`src/rtl/serial_adder_if.sv`:
```
// Handshake and operand/result bundle for the bit-serial adder.
// The master side supplies operands and accepts results; the slave side is the adder.
interface serial_adder_if #(
  parameter int WIDTH = 8
);
  logic             in_valid;
  logic             in_ready;
  logic [WIDTH-1:0] a;
  logic [WIDTH-1:0] b;
  logic             cin;
  logic             out_valid;
  logic             out_ready;
  logic [WIDTH-1:0] sum;
  logic             co;
  logic             busy;

  modport master (
    output in_valid, a, b, cin, out_ready,
    input  in_ready, out_valid, sum, co, busy
  );

  modport slave (
    input  in_valid, a, b, cin, out_ready,
    output in_ready, out_valid, sum, co, busy
  );
endinterface

```
`src/rtl/serial_adder.sv`:
```
// Bit-serial unsigned adder: one full-adder cell plus a carry flop, LSB first,
// WIDTH cycles per operation with valid/ready handshakes on both sides.
module serial_adder #(
  parameter int WIDTH = 8
) (
  input  logic          clk,
  input  logic          rst,
  serial_adder_if.slave io
);
  localparam int CNT_W = $clog2(WIDTH) + 1;

  typedef enum logic [1:0] {IDLE, RUN, DONE} state_t;

  state_t           state;
  state_t           state_next;
  logic [WIDTH-1:0] a_sh;
  logic [WIDTH-1:0] b_sh;
  logic [WIDTH-1:0] res;
  logic             carry;
  logic             co_r;
  logic [CNT_W-1:0] cnt;
  logic [1:0]       fa;
  logic             last_bit;

  // Two cascaded half adders; the carry-out is the OR of both half-adder carries.
  function automatic logic [1:0] full_add(input logic x, input logic y, input logic ci);
    logic s1, c1, s2, c2;
    s1 = x ^ y;
    c1 = x & y;
    s2 = s1 ^ ci;
    c2 = s1 & ci;
    return {c1 | c2, s2};
  endfunction

  assign fa       = full_add(a_sh[0], b_sh[0], carry);
  assign last_bit = (cnt == CNT_W'(WIDTH - 1));

  always_ff @(posedge clk) begin
    if (rst) state <= IDLE;
    else     state <= state_next;
  end

  always_comb begin
    state_next = state;
    case (state)
      IDLE:    if (io.in_valid) state_next = RUN;
      RUN:     if (last_bit)    state_next = DONE;
      DONE:    if (io.out_ready) state_next = IDLE;
      default: state_next = IDLE;
    endcase
  end

  // Datapath: capture on accept, one bit per RUN cycle, co latched on the final bit.
  always_ff @(posedge clk) begin
    if (rst) begin
      a_sh  <= '0;
      b_sh  <= '0;
      res   <= '0;
      carry <= 1'b0;
      co_r  <= 1'b0;
      cnt   <= '0;
    end else begin
      case (state)
        IDLE: begin
          if (io.in_valid) begin
            a_sh  <= io.a;
            b_sh  <= io.b;
            carry <= io.cin;
            cnt   <= '0;
          end
        end
        RUN: begin
          a_sh  <= a_sh >> 1;
          b_sh  <= b_sh >> 1;
          res   <= {fa[0], res[WIDTH-1:1]};
          carry <= fa[1];
          cnt   <= cnt + CNT_W'(1);
          if (last_bit) co_r <= fa[1];
        end
        default: ;
      endcase
    end
  end

  assign io.in_ready  = (state == IDLE);
  assign io.out_valid = (state == DONE);
  assign io.busy      = (state == RUN);
  assign io.sum       = res;
  assign io.co        = co_r;
endmodule

```
`src/flat_wrapper.sv`:
```
// flat-port wrapper written by rule: the top's interface ports become plain ports
module serial_adder_flat 
#(
  parameter int WIDTH = 8
)
  (clk, rst, io_in_valid, io_a, io_b, io_cin, io_out_ready, io_in_ready, io_out_valid, io_sum, io_co, io_busy);
  serial_adder_if #(.WIDTH(WIDTH)) io_i ();
  input  logic clk;
  input  logic rst;
  input wire logic [$bits(io_i.in_valid)-1:0] io_in_valid;
  input wire logic [$bits(io_i.a)-1:0] io_a;
  input wire logic [$bits(io_i.b)-1:0] io_b;
  input wire logic [$bits(io_i.cin)-1:0] io_cin;
  input wire logic [$bits(io_i.out_ready)-1:0] io_out_ready;
  output wire logic [$bits(io_i.in_ready)-1:0] io_in_ready;
  output wire logic [$bits(io_i.out_valid)-1:0] io_out_valid;
  output wire logic [$bits(io_i.sum)-1:0] io_sum;
  output wire logic [$bits(io_i.co)-1:0] io_co;
  output wire logic [$bits(io_i.busy)-1:0] io_busy;
  assign io_i.in_valid = io_in_valid;
  assign io_i.a = io_a;
  assign io_i.b = io_b;
  assign io_i.cin = io_cin;
  assign io_i.out_ready = io_out_ready;
  assign io_in_ready = io_i.in_ready;
  assign io_out_valid = io_i.out_valid;
  assign io_sum = io_i.sum;
  assign io_co = io_i.co;
  assign io_busy = io_i.busy;
  serial_adder #(.WIDTH(WIDTH)) u_core (.clk(clk), .rst(rst), .io(io_i));
endmodule
```
`config.mk`:
```
export PLATFORM = sky130hd
export DESIGN_NAME = serial_adder_flat
export DESIGN_NICKNAME = d
export VERILOG_FILES = /design/src/rtl/serial_adder_if.sv /design/src/rtl/serial_adder.sv /design/src/flat_wrapper.sv
export SDC_FILE = /design/constraint.sdc
export NUM_CORES = 1
export LEC_CHECK = 0
export BUFFER_PORTS_ARGS = -buffer_cell sky130_fd_sc_hd__buf_2
export CAP_MARGIN = 0
export CORE_ASPECT_RATIO = 1.5
export CORE_MARGIN = 2
export CORE_UTILIZATION = 42
export DETAILED_ROUTE_END_ITERATION = 6
export PLACE_DENSITY_LB_ADDON = 0.15
export SETUP_SLACK_MARGIN = 0.15
export SLEW_MARGIN = 20
export SYNTH_ARGS = -nofsm -noshare
export SYNTH_HDL_FRONTEND = slang
export SYNTH_SLANG_ARGS = --single-unit
export TNS_END_PERCENT = 20
```
`constraint.sdc`:
```
create_clock -name clk -period 1.15 [get_ports clk]
set_input_delay 0.1725 -clock clk [delete_from_list [all_inputs] [get_ports clk]]
set_output_delay 0.1725 -clock clk [all_outputs]
set_load 0.01 [all_outputs]
```
### Yosys cells after proc, flatten, opt, wreduce, memory -nomap -nowiden

Index checks and enable logic that the tools add are counted.

* register bits after elaboration: 32
* input port bits: 21
* output and inout bits: 12
* word-level logic and storage cells: 36

* $add $sub $neg: 1
* equal/unequal tests: 6
* multiplexer cells: 12
* bitwise operators: 5
* reduce and logical (&&, ||, !) cells: 5

Operators with widths (count)
* case mux 8 bit (2 select lines): 2
* 2-to-1 mux 8 bit: 2
* case mux 4 bit (2 select lines): 1
* 2-to-1 mux 2 bit: 3
* case mux 2 bit (3 select lines): 1
* adder 4 x 1 -> 4 bit (second input constant): 1
* == test 4 x 3 -> 1 bit (second input constant): 1
* 2-to-1 mux 4 bit: 1
* inequality test 2 bit (second input constant): 2
* AND reduction 2 bit: 2
* AND reduction 3 bit: 1
* bitwise AND 1 bit: 2
* == test 2 x 1 -> 1 bit (second input constant): 1
* == test 2 bit (second input constant): 1
* zero test 2 bit: 1
* inequality test 2 x 1 -> 1 bit (second input constant): 1
* case mux 1 bit (2 select lines): 1
* nonzero test 2 bit: 1
* bitwise XOR 1 bit: 2
* 2-to-1 mux 1 bit: 1
* bitwise OR 1 bit: 1

### Depth between registers and ports, before layout

Gate-level depths: netlist of the first run.

* word-level depth: 4
* depth in mapped cells: 7
* mapped depth without buffers: 4

### Worst setup path after synthesis of the first run

OpenSTA, ideal clock, no wires.

* kind: reg2reg
* start point: register u_core.state[1]
* end point: register u_core.cnt[3]
* library setup time: 74 ps
* arrival time: 1123 ps
* required time: 1076 ps
* setup slack: -48 ps
* stages on the path, launching flop included: 6
* path buffers: 2
* period minus slack after synthesis: 1198 ps
* path through: dfxtp_1 buf_6 nand2b_4 buf_6 or3_1 a31oi_1

* cells in the longest elaborated chain, start to end: 3
* elaborated cells on any way between the ends: 6
* classes of those cells: eq/ne (2); mux (1); reduce/logical (3)

Ends and longest elaborated chain
* start, declared: RTL line serial_adder.sv:14 `state_t state;`
* start signal, assigned: RTL line serial_adder.sv:40 `else state <= state_next;`
* == test 2 x 1 -> 1 bit or zero test 2 bit (tied branches): RTL line serial_adder.sv:63 `case (state)`
* nonzero test 2 bit (no line) or inequality test 2 bit (tied branches)
* AND reduction 2 bit (no line)
* end signal, assigned: RTL line serial_adder.sv:77 `cnt <= cnt + CNT_W'(1);`
* end, declared: RTL line serial_adder.sv:21 `logic [CNT_W-1:0] cnt;`

Parallel ways exist; a longest one is shown, timed or not.
A chain may end at the register's enable or synchronous reset.

### Worst setup path after layout of the first run

* start point: register u_core.state[1]
* end point: output io_busy

* cells in the longest elaborated chain, start to end: 1

Ends and longest elaborated chain
* == test 2 x 1 -> 1 bit: RTL line serial_adder.sv:87 `assign io.busy = (state == RUN);`
* end, declared: RTL line flat_wrapper.sv:19 `output wire logic [$bits(io_i.busy)-1:0] io_busy;`

No other way between the ends.

==> metrics.yaml, run 1 <==
cts:
  clock-sinks: 32
  clockRootBuffer: "clkbuf_8"
  clock_path_buffers: 2
  numCtsBuffers: 5
  cts.clk_slew.worst_paths_ns: 0.07
  htreeDepth: 2
  insertion_delay_ns: 0.29
  cts_tree: "built"
finish:
  finish.instance_area_um2: 2359
  antenna_cells: 0
  fin_nets: 278
  syn2layout_area_growth_pct: 50.20
  fillers: 302
  register_area_um2: 655.6
  fin_cells: 299
  drive_above_1_share_pct: 51.17
  multi_input_area_um2: 953.4
setup_path:
  cp_max_fo: 4
  crit_type: "reg -> out"
  endpoint_kind: "output pin"
  arrival_ns: 1.08
  start_kind: "register"
  cp_data_required_time_ns: 0.98
detailed_routing:
  routed.top_layer: "met4"
  wl_met3_um: 205
  wl_mm: 4.157
  wl_met1_mm: 1.685
  wl_per_cell_um: 13.90
  num_vias: 1592
  vias_per_cell: 5.324
  wl_met2_mm: 2.149
  first_iter_violations: 30
  drtAntennaViolNets: 0
  firstDrtPassIters: 4
  drc: 0
sta:
  drv_slew: 0
  worstMarginPinSlew_ns: 0.3085
  fmax_ghz: 0.8011
  rsz0062_at_grt: "yes"
  setup_viol_count_final: 24
  finalCritPeriodShare_pct: 108.5
  maxSlewHeadroom_pct: 79.44
  fin_skew_ns: 0.01031
  setup_ws_ns: -0.09830
  layout_min_cycle_time_ns: 1.248
  hold_violations: 0
yosys:
  yosys_warnings: 0
  postSynthCellCount: 202
  yosysTopAreaCell: "dfxtp_1"
  synthArstFlopShare_pct: 0
  synth_commonest_cells: "42 x a21oi_1, 33 x nor2_1, 32 x dfxtp_1"
  yosysUniqueCellTypes: 27
  synth_edf_count: 0
  synth_top_area_share_pct: 40.80
  yosysMostFrequentCell: "a21oi_1"
  synth-seq-area-share_pct: 40.80
  synthFlopType: "dfxtp_1"
  synth_area_um2: 1570
  synthTopCellsByArea: "dfxtp_1 41%, a21oi_1 13%, o221a_2 11%"
  syn_nets: 225
  yosys_register_bits: 32
  syn_area_per_cell_um2: 7.774
floorplanning:
  coreArea_um2: 3615
  num_io_pins: 33
  dieArea_um2: 4254
  std_cell_rows: 27
  die_x_um: 53.93
  die_y_um: 78.89
  initial_core_util_pct: 43.44
global_route:
  grt_pass1_vias: 1546
  grt_pass1_wl_mm: 6.720
  grt-ovfl-total: 0
  grt_max_degree: 16
  track_usage_pct: 21.26
  antenna_found_initial: 0
placement:
  port_buffers: 32
  placed_cell_area_um2: 1891
  gp_congestion: 0.7792
  hpwl_mm: 2.464
  dp.cells: 277
pwr:
  peakVddDrop_mv: 0.7515
  p_leak_nw: 1.044
  power_density_nw_per_um2: 1107
status:
  run_status: "finished, violations left"
  violations: "negative setup slack"
job:
  drv_cap: 0
hold_path:
  hp-class: "in -> reg"
-- path summary, 6_finish.rpt --
path	from	endpoint	slack, ns	cells after the start
max reg2reg	u_core.state[1]	u_core.carry	-0.04	4
max	u_core.state[1]	io_busy	-0.1	3
min	io_b[7]	u_core.b_sh[7]	0.17	3
min reg2reg	u_core.io.sum[6]	u_core.io.sum[5]	0.45	2
-- per-stage QoR --
| step | worst slack, ns | total power [mW] | setup TNS [ns] | utilization, % | hold WS, ns |
|---|---|---|---|---|---|
| 4_1_cts | -0.08133 | 2.579 | -0.5077 | 61.75 | 0.1689 |
| 6_report | -0.09830 | 2.612 | -0.4780 | 65.25 | 0.1717 |
| 5_1_grt | -0.1243 | 2.733 | -1.190 | 65.25 | 0.1733 |
| 2_1_floorplan | 0.002860 | 1.492 | 0 | - | 0.3561 |
| 3_5_place_dp | -0.01973 | 1.625 | -0.04792 | 52.30 | 0.4455 |
| 3_3_place_gp | -0.01466 | 1.624 | -0.01520 | 52.30 | 0.4473 |
-- placed cells by master (no fill, tap or decap), drive strengths merged --
master | synthesis | final
nor2 | 33 | 33
o21bai | 1 | 1
dfxtp | 32 | 32
a31oi | 1 | 1
and3b | 1 | 1
a21oi | 42 | 42
nand2b | 1 | 1
nor2b | 5 | 5
o21ai | 1 | 1
a21bo | 1 | 1
ha | 1 | 1
mux2i | 1 | 1
buf | 8 | 62
a22oi | 2 | 2
or3 | 1 | 1
nor3b | 1 | 1
o221a | 15 | 15
or2 | 1 | 1
nand2 | 20 | 20
clkinvlp | 0 | 1
a211oi | 1 | 1
inv | 18 | 17
clkbuf | 9 | 6
o22ai | 2 | 2
fa | 1 | 1
nand3 | 3 | 3
clkinv | 0 | 2
bufbuf | 0 | 1
-- routing by layer --
layer | up-vias | GRT usage (%)
met5 | - | 0
met4 | 0 | 11.28
met3 | 14 | 5.639
met2 | 51 | 35.00
met1 | 731 | 24.03
li1 | 796 | -
-- critical path, cell delays in order, from the launching register on --
cell	delay (ns)
dfxtp_4	0.38
nand2b_4	0.16
clkinvlp_4	0.12
buf_6	0.13
-- layout make-up --
class                           count  area share [%]
Sequential cell                    32           27.80
Multi-Input combinational cell    135           40.42
Clock buffer                        6           3.501
Inverter                           18           3.024
Tap cell                           43           2.281
Clock inverter                      2          0.4244
Timing Repair Buffer               63           22.55
-- where the power goes --
part           internal (mW)  switching [mW]  total, mW
combinational          0.254           0.225      0.479
sequential              1.17          0.0567       1.23
clock                  0.477           0.429      0.906
-- timing repair --
item	in CTS	in global routing
gates resized for setup	37	29
pin swaps	28	16
hold buffers	0	0
endpoints found under the hold margin	0	0
setup endpoints to repair	35	36
setup buffers	10	2
gates cloned	2	0
-- cells by family after synthesis --
| family | share of synthesized area (%) |
|---|---|
| muxes | 0.6375 |
| buffers and inverters | 9.960 |
| AOI/OAI and AO/OA | 28.21 |
| and+or+nand+nor | 18.33 |
| DFF | 40.80 |
| adders and majority gates | 2.072 |
-- registers in the layout, indices dropped and copies added (netlist names) --
signal,cells
u_core.a_sh,8
u_core.b_sh,8
u_core.carry,1
u_core.cnt,4
u_core.io.co,1
u_core.io.sum,8
u_core.state,2
Note: power is estimated with default switching activity, not from simulation.
==> inputs of run 2 (changes only) <==
CORE_UTILIZATION = 40   (was 42)
==> run 2 against run 1 <==
The run still ends with negative setup slack left; sequential cell count unchanged; non-clock buffer count is 4 lower; clock-buffer cell count up 1; first-iteration DRC count is 33% higher; clock skew fell by 0.0085 ns; largest power group unchanged.
==> metrics.yaml, run 2 (same netlist as run 1, synthesis figures left out) <==
status:
  run_status: "finished, violations left"  # unchanged
  violations: "negative setup slack"  # unchanged
sta:
  setup_ws_ns: -0.06403  # was -0.09830 ns
  setup-tns-final_ns: -0.3268  # was -0.4780 ns
  hold_violations: 0  # unchanged
  fmax_ghz: 0.8237  # was 0.8011 GHz
  maxSlewHeadroom_pct: 76.62  # was 79.44%
  drv_slew: 0  # unchanged
  layout_min_cycle_time_ns: 1.214  # was 1.248 ns
  finalCritPeriodShare_pct: 105.6  # was 108.5%
  setup_viol_count_final: 7  # was 24
  fin_skew_ns: 0.001858  # was 0.01031 ns
  worstMarginPinSlew_ns: 0.3507  # was 0.3085 ns
  rsz0062_at_grt: "yes"  # unchanged
global_route:
  grt_pass1_wl_mm: 6.534  # was 6.720 mm
  grt-ovfl-total: 0  # unchanged
  grt_max_degree: 19  # was 16
  antenna_found_initial: 0  # unchanged
  track_usage_pct: 19.93  # was 21.26%
  grt_pass1_vias: 1492  # was 1546
floorplanning:
  die_x_um: 55.16  # was 53.93 µm
  coreArea_um2: 3716  # was 3615 µm²
  num_io_pins: 33  # unchanged
  initial_core_util_pct: 42.26  # was 43.44%
  die_y_um: 80.74  # was 78.89 µm
  std_cell_rows: 27  # unchanged
  dieArea_um2: 4453  # was 4254 µm²
cts:
  ctsHoldBuffers: 0  # unchanged
  htreeDepth: 2  # unchanged
  cts.clk_slew.worst_paths_ns: 0.06  # was 0.07 ns
  insertion_delay_ns: 0.28  # was 0.29 ns
  clock_path_buffers: 2  # unchanged
  clockRootBuffer: "clkbuf_8"  # unchanged
  numCtsBuffers: 5  # unchanged
  cts_tree: "built"  # unchanged
  clock-sinks: 32  # unchanged
finish:
  fin_cells: 294  # was 299
  antenna_cells: 0  # unchanged
  layout_commonest_cell: "buf_2"  # was a21oi_1
  most-common-layout-cells: "29 x buf_2, 25 x a21oi_1, 24 x dfxtp_1"  # was 34 x a21oi_1, 30 x buf_2, 24 x dfxtp_1
  finish.utilization_pct: 62.42  # was 65.25%
  finish.instance_area_um2: 2320  # was 2359 µm²
  syn2layout_area_growth_pct: 47.73  # was 50.20%
  fin_nets: 274  # was 278
  fillers: 330  # was 302
  drive_above_1_share_pct: 52.99  # was 51.17%
placement:
  dp.cells: 280  # was 277
  placed_cell_area_um2: 1926  # was 1891 µm²
  hpwl_mm: 2.486  # was 2.464 mm
  place_ws_ns: -0.03152  # was -0.01973 ns
  port_buffers: 32  # unchanged
  gp_congestion: 0.7447  # was 0.7792
setup_path:
  crit_slowest_cell: "dfxtp_2"  # was dfxtp_4
  start_kind: "register"  # unchanged
  crit_type: "reg -> out"  # unchanged
  cp_slowest_stage_delay_ns: 0.33  # was 0.38 ns
  cp_max_fo: 7  # was 4
  cp_data_required_time_ns: 0.98  # about the same
  arrival_ns: 1.04  # was 1.08 ns
  path_buf_inv: 3  # was 2
  endpoint_kind: "output pin"  # unchanged
  worst_path_most_repeated_cell: "buf_6"
  crit_family: "buffers and inverters"  # was flip-flops
  crit_chain: "buf_6 > buf_12 > nor2_4 > buf_6"  # was nand2b_4 > clkinvlp_4 > buf_6
detailed_routing:
  num_vias: 1537  # was 1592
  wl_mm: 3.856  # was 4.157 mm
  drtAntennaViolNets: 0  # unchanged
  first_iter_violations: 40  # was 30
  vias_per_cell: 5.228  # was 5.324
  wl_per_cell_um: 13.12  # was 13.90 µm
  drc: 0  # unchanged
  firstDrtPassIters: 4  # unchanged
hold_path:
  hp-class: "in -> reg"  # unchanged
pwr:
  peakVddDrop_mv: 1.003  # was 0.7515 mV
  power_density_nw_per_um2: 1133  # was 1107 nW/µm²
  p_leak_nw: 0.9960  # was 1.044 nW
job:
  drv_cap: 0  # unchanged
## run 2: timing repair
action                     4_1_cts  5_1_grt
setup endpoints to repair       35       40
gates resized for setup         57       16
pin swaps                       45       15
setup buffers                    6        1
## run 2: layer usage
metal,wire (µm),up-vias,track usage (%)
met4,70,0,8.780
met5,0,-,0
li1,-,782,-
met1,1714,714,24.74
met2,1921,36,32.74
met3,149,5,3.493
## run 2: power by group
group	internal (mW)	total [mW]	switching, mW
combinational	0.243	0.472	0.229
sequential	1.17	1.23	0.0549
clock	0.533	0.927	0.394
total	1.95	2.63	0.678
## run 2: stage by stage
stage	power (mW)	hold slack [ns]
floorplan	1.492	0.3561
global placement	1.626	0.4430
detailed placement	1.632	0.4457
CTS	2.640	0.1771
global route	2.770	0.1948
finish	2.627	0.1858
## run 2: path summary, 6_finish.rpt
check,start,to,slack (ns),depth (start not counted)
max,u_core.state[1],io_in_ready,-0.06,4
min,io_b[7],u_core.b_sh[7],0.19,3
max reg2reg,u_core.state[1],u_core.b_sh[6],-0.06,6
min reg2reg,u_core.io.sum[0],u_core.io.sum[0],0.46,2
## run 2: area by class of cell
cell class | count | area, µm² | share of cell area (%)
multi-input cells | 135 | 974.7 | 42.02
flip-flops and latches | 32 | 653.1 | 28.16
repair buffers | 59 | 470.5 | 20.28
clock buffers | 7 | 96.34 | 4.153
inverters | 18 | 71.32 | 3.074
well taps | 43 | 53.80 | 2.319
## run 2: worst reg2reg max path: cells and delay by family (launching register included)
family | cells | cell delay, ns
buf+inv | 4 | 0.53
compound gates | 2 | 0.30
flops | 1 | 0.33
==> inputs of run 3 (changes only) <==
--- a/config.mk
+++ b/config.mk
@@ -12,5 +12,7 @@
 export CORE_UTILIZATION = 40
 export DETAILED_ROUTE_END_ITERATION = 6
+export GPL_ROUTABILITY_DRIVEN = 0
 export PLACE_DENSITY_LB_ADDON = 0.15
+export REMOVE_ABC_BUFFERS = 1
 export SETUP_SLACK_MARGIN = 0.15
 export SLEW_MARGIN = 20
==> constraint.sdc (replaced) <==
create_clock -name clk -period 1.15 [get_ports clk]
set_input_delay 0.1725 -clock clk [delete_from_list [all_inputs] [get_ports clk]]
set_output_delay 0.1725 -clock clk [all_outputs]
set_load 0.02 [all_outputs]
==> run 3 against run 2 <==
The flow still finishes with violations (negative setup slack); worst hold slack better by 0.0034 ns; global-route usage decreased by 1.1 points; fmax is 0.23% higher; register-to-register slack improved by 0.05 ns; die area did not move; first-iteration DRC count decreased by 35%; core utilization fell by 1.9 points; clock skew increased by 0.0035 ns; critical endpoint is now io_busy; largest power group unchanged.
==> metrics.yaml, run 3 (same netlist as run 1, synthesis figures left out) <==
sta:
  rsz0062_at_grt: "yes"  # unchanged
  maxSlewHeadroom_pct: 82.44  # was 76.62%
  setup-tns-final_ns: -0.1708  # was -0.3268 ns
  drv_slew: 0  # unchanged
  layout_min_cycle_time_ns: 1.211  # was 1.214 ns
  setup_viol_count_final: 6  # was 7
  fin_skew_ns: 0.005311  # was 0.001858 ns
  setup_ws_ns: -0.06129  # was -0.06403 ns
  hold_violations: 0  # unchanged
  fmax_ghz: 0.8256  # was 0.8237 GHz
  finalCritPeriodShare_pct: 105.3  # was 105.6%
  worstMarginPinSlew_ns: 0.2634  # was 0.3507 ns
global_route:
  grt_pass1_wl_mm: 6.210  # was 6.534 mm
  antenna_found_initial: 0  # unchanged
  grt-ovfl-total: 0  # unchanged
  grt_max_degree: 22  # was 19
  track_usage_pct: 18.88  # was 19.93%
  grt_pass1_vias: 1407  # was 1492
detailed_routing:
  drc: 0  # unchanged
  first_iter_violations: 26  # was 40
  vias_per_cell: 5.151  # was 5.228
  wl_per_cell_um: 12.88  # was 13.12 µm
  num_vias: 1535  # was 1537
  wl_mm: 3.837  # was 3.856 mm
  drtAntennaViolNets: 0  # unchanged
  firstDrtPassIters: 4  # unchanged
pwr:
  switching_share_pct: 26.04  # was 25.80%
  power_density_nw_per_um2: 1149  # was 1133 nW/µm²
  p_leak_nw: 0.9925  # was 0.9960 nW
  comb_power_share_pct: 18.3  # was 18.0%
  seqPwrFrac_pct: 47.6  # was 46.8%
  internal_power_mw: 1.910  # was 1.950 mW
  clkPwrFrac_pct: 34.1  # was 35.3%
  peakVddDrop_mv: 0.8539  # was 1.003 mV
  switching_power_mw: 0.6725  # was 0.6778 mW
cts:
  insertion_delay_ns: 0.28  # about the same
  cts_tree: "built"  # unchanged
  cts.clk_slew.worst_paths_ns: 0.06  # about the same
  clock_path_buffers: 2  # unchanged
  htreeDepth: 2  # unchanged
  numCtsBuffers: 5  # unchanged
  clockRootBuffer: "clkbuf_8"  # unchanged
  clock-sinks: 32  # unchanged
setup_path:
  r2r_start: "u_core.state[1]"  # unchanged
  crit_type: "reg -> out"  # unchanged
  r2r_cells: 6  # unchanged
  start_kind: "register"  # unchanged
  arrival_ns: 1.04  # about the same
  cp_data_required_time_ns: 0.98  # about the same
  r2r_setup_slack_ns: -0.01  # was -0.06 ns
  cp_max_fo: 4  # was 7
  endpoint_kind: "output pin"  # unchanged
  r2r-end: "u_core.state[1]"  # was u_core.b_sh[6]
placement:
  place_ws_ns: -0.02152  # was -0.03152 ns
  port_buffers: 32  # unchanged
  hpwl_mm: 2.601  # was 2.486 mm
  placed_cell_area_um2: 1878  # was 1926 µm²
finish:
  most-common-layout-cells: "38 x a21oi_1, 27 x nor2_1, 25 x buf_4"  # was 29 x buf_2, 25 x a21oi_1, 24 x dfxtp_1
  antenna_cells: 0  # unchanged
  finish.instance_area_um2: 2248  # was 2320 µm²
  layout_commonest_cell: "a21oi_1"  # was buf_2
  fin_nets: 277  # was 274
  syn2layout_area_growth_pct: 43.19  # was 47.73%
  fillers: 358  # was 330
  drive_above_1_share_pct: 47.45  # was 52.99%
job:
  drv_cap: 0  # unchanged
floorplanning:
  initial_core_util_pct: 42.26  # unchanged
  die_y_um: 80.74  # unchanged
  num_io_pins: 33  # unchanged
  std_cell_rows: 27  # unchanged
  coreArea_um2: 3716  # unchanged
  die_x_um: 55.16  # unchanged
  dieArea_um2: 4453  # unchanged
status:
  violations: "negative setup slack"  # unchanged
  run_status: "finished, violations left"  # unchanged
hold_path:
  min_from: "io_a[7]"  # was io_b[7]
  min_path_cells: 3  # unchanged
  hp-class: "in -> reg"  # unchanged
  min_to: "u_core.a_sh[7]"  # was u_core.b_sh[7]
run 3: cell types whose count changed in the layout (fill, tap and decap cells not counted), moves of 5 or more:
cell,delta
nor2_4,-8
buf_4,+8
a21oi_2,-13
a21oi_1,+13
buf_2,-5
run 3: final cells by class:
class,instances,area (µm²),area share [%]
clock buffer,8,90.09,4.007
inverter,18,71.32,3.172
multi-input combinational,135,893.4,39.73
sequential,32,655.6,29.16
tap,43,53.80,2.393
timing repair buffer,62,484.2,21.54
run 3: worst max path at each step:
stage / start / endpoint / slack, ns / cells after the start
after global routing: u_core.state[1] / io_busy / -0.11 / 3
after detailed placement: u_core.carry / u_core.carry / -0.02 / 2
final: u_core.state[1] / io_busy / -0.06 / 3
after CTS: u_core.state[1] / io_in_ready / -0.07 / 3
after floorplan: u_core.state[1] / u_core.io.co / -0.77 / 4
after global placement: u_core.state[0] / u_core.cnt[0] / 0.01 / 4
run 3: power groups by stage:
stage | clock network, mW | registers [mW] | logic (mW)
after floorplan | 0 | 1.25 | 0.191
after global placement | 0 | 1.25 | 0.386
after detailed placement | 0 | 1.25 | 0.390
after CTS | 0.911 | 1.23 | 0.432
after global routing | 0.950 | 1.24 | 0.523
final | 0.880 | 1.23 | 0.473
run 3: metrics by stage:
stage / total power [mW] / std cells / hold WS [ns] / util (%)
2_1_floorplan: 1.441 / 185 / 0.2416 / -
4_1_cts: 2.570 / 295 / 0.1704 / 56.43
5_1_grt: 2.711 / 298 / 0.1855 / 60.51
6_report: 2.582 / 298 / 0.1892 / 60.51
3_3_place_gp: 1.633 / 281 / 0.4461 / 50.54
3_5_place_dp: 1.636 / 281 / 0.4547 / 50.54
run 3: critical path: stages (launching register included):
cell and delay (ns):
dfxtp_2 0.34, nand2b_4 0.15, clkinvlp_4 0.12, buf_6 0.15
run 3: per-layer routing:
metal | vias up | wire length (µm) | part of all wire, % | global-route usage [%]
li1 | 793 | - | - | -
met1 | 704 | 1659 | 43 | 23.99
met2 | 34 | 1970 | 51 | 30.71
met3 | 4 | 167 | 4.4 | 4.779
met4 | 0 | 40 | 1.0 | 5.854
met5 | - | 0 | 0 | 0
run 3: timing repair:
item	4_1_cts	5_1_grt
endpoints found under the setup margin	35	41
resized for setup	27	39
setup buffers	6	3
pin swaps	12	11
hold buffers	0	0
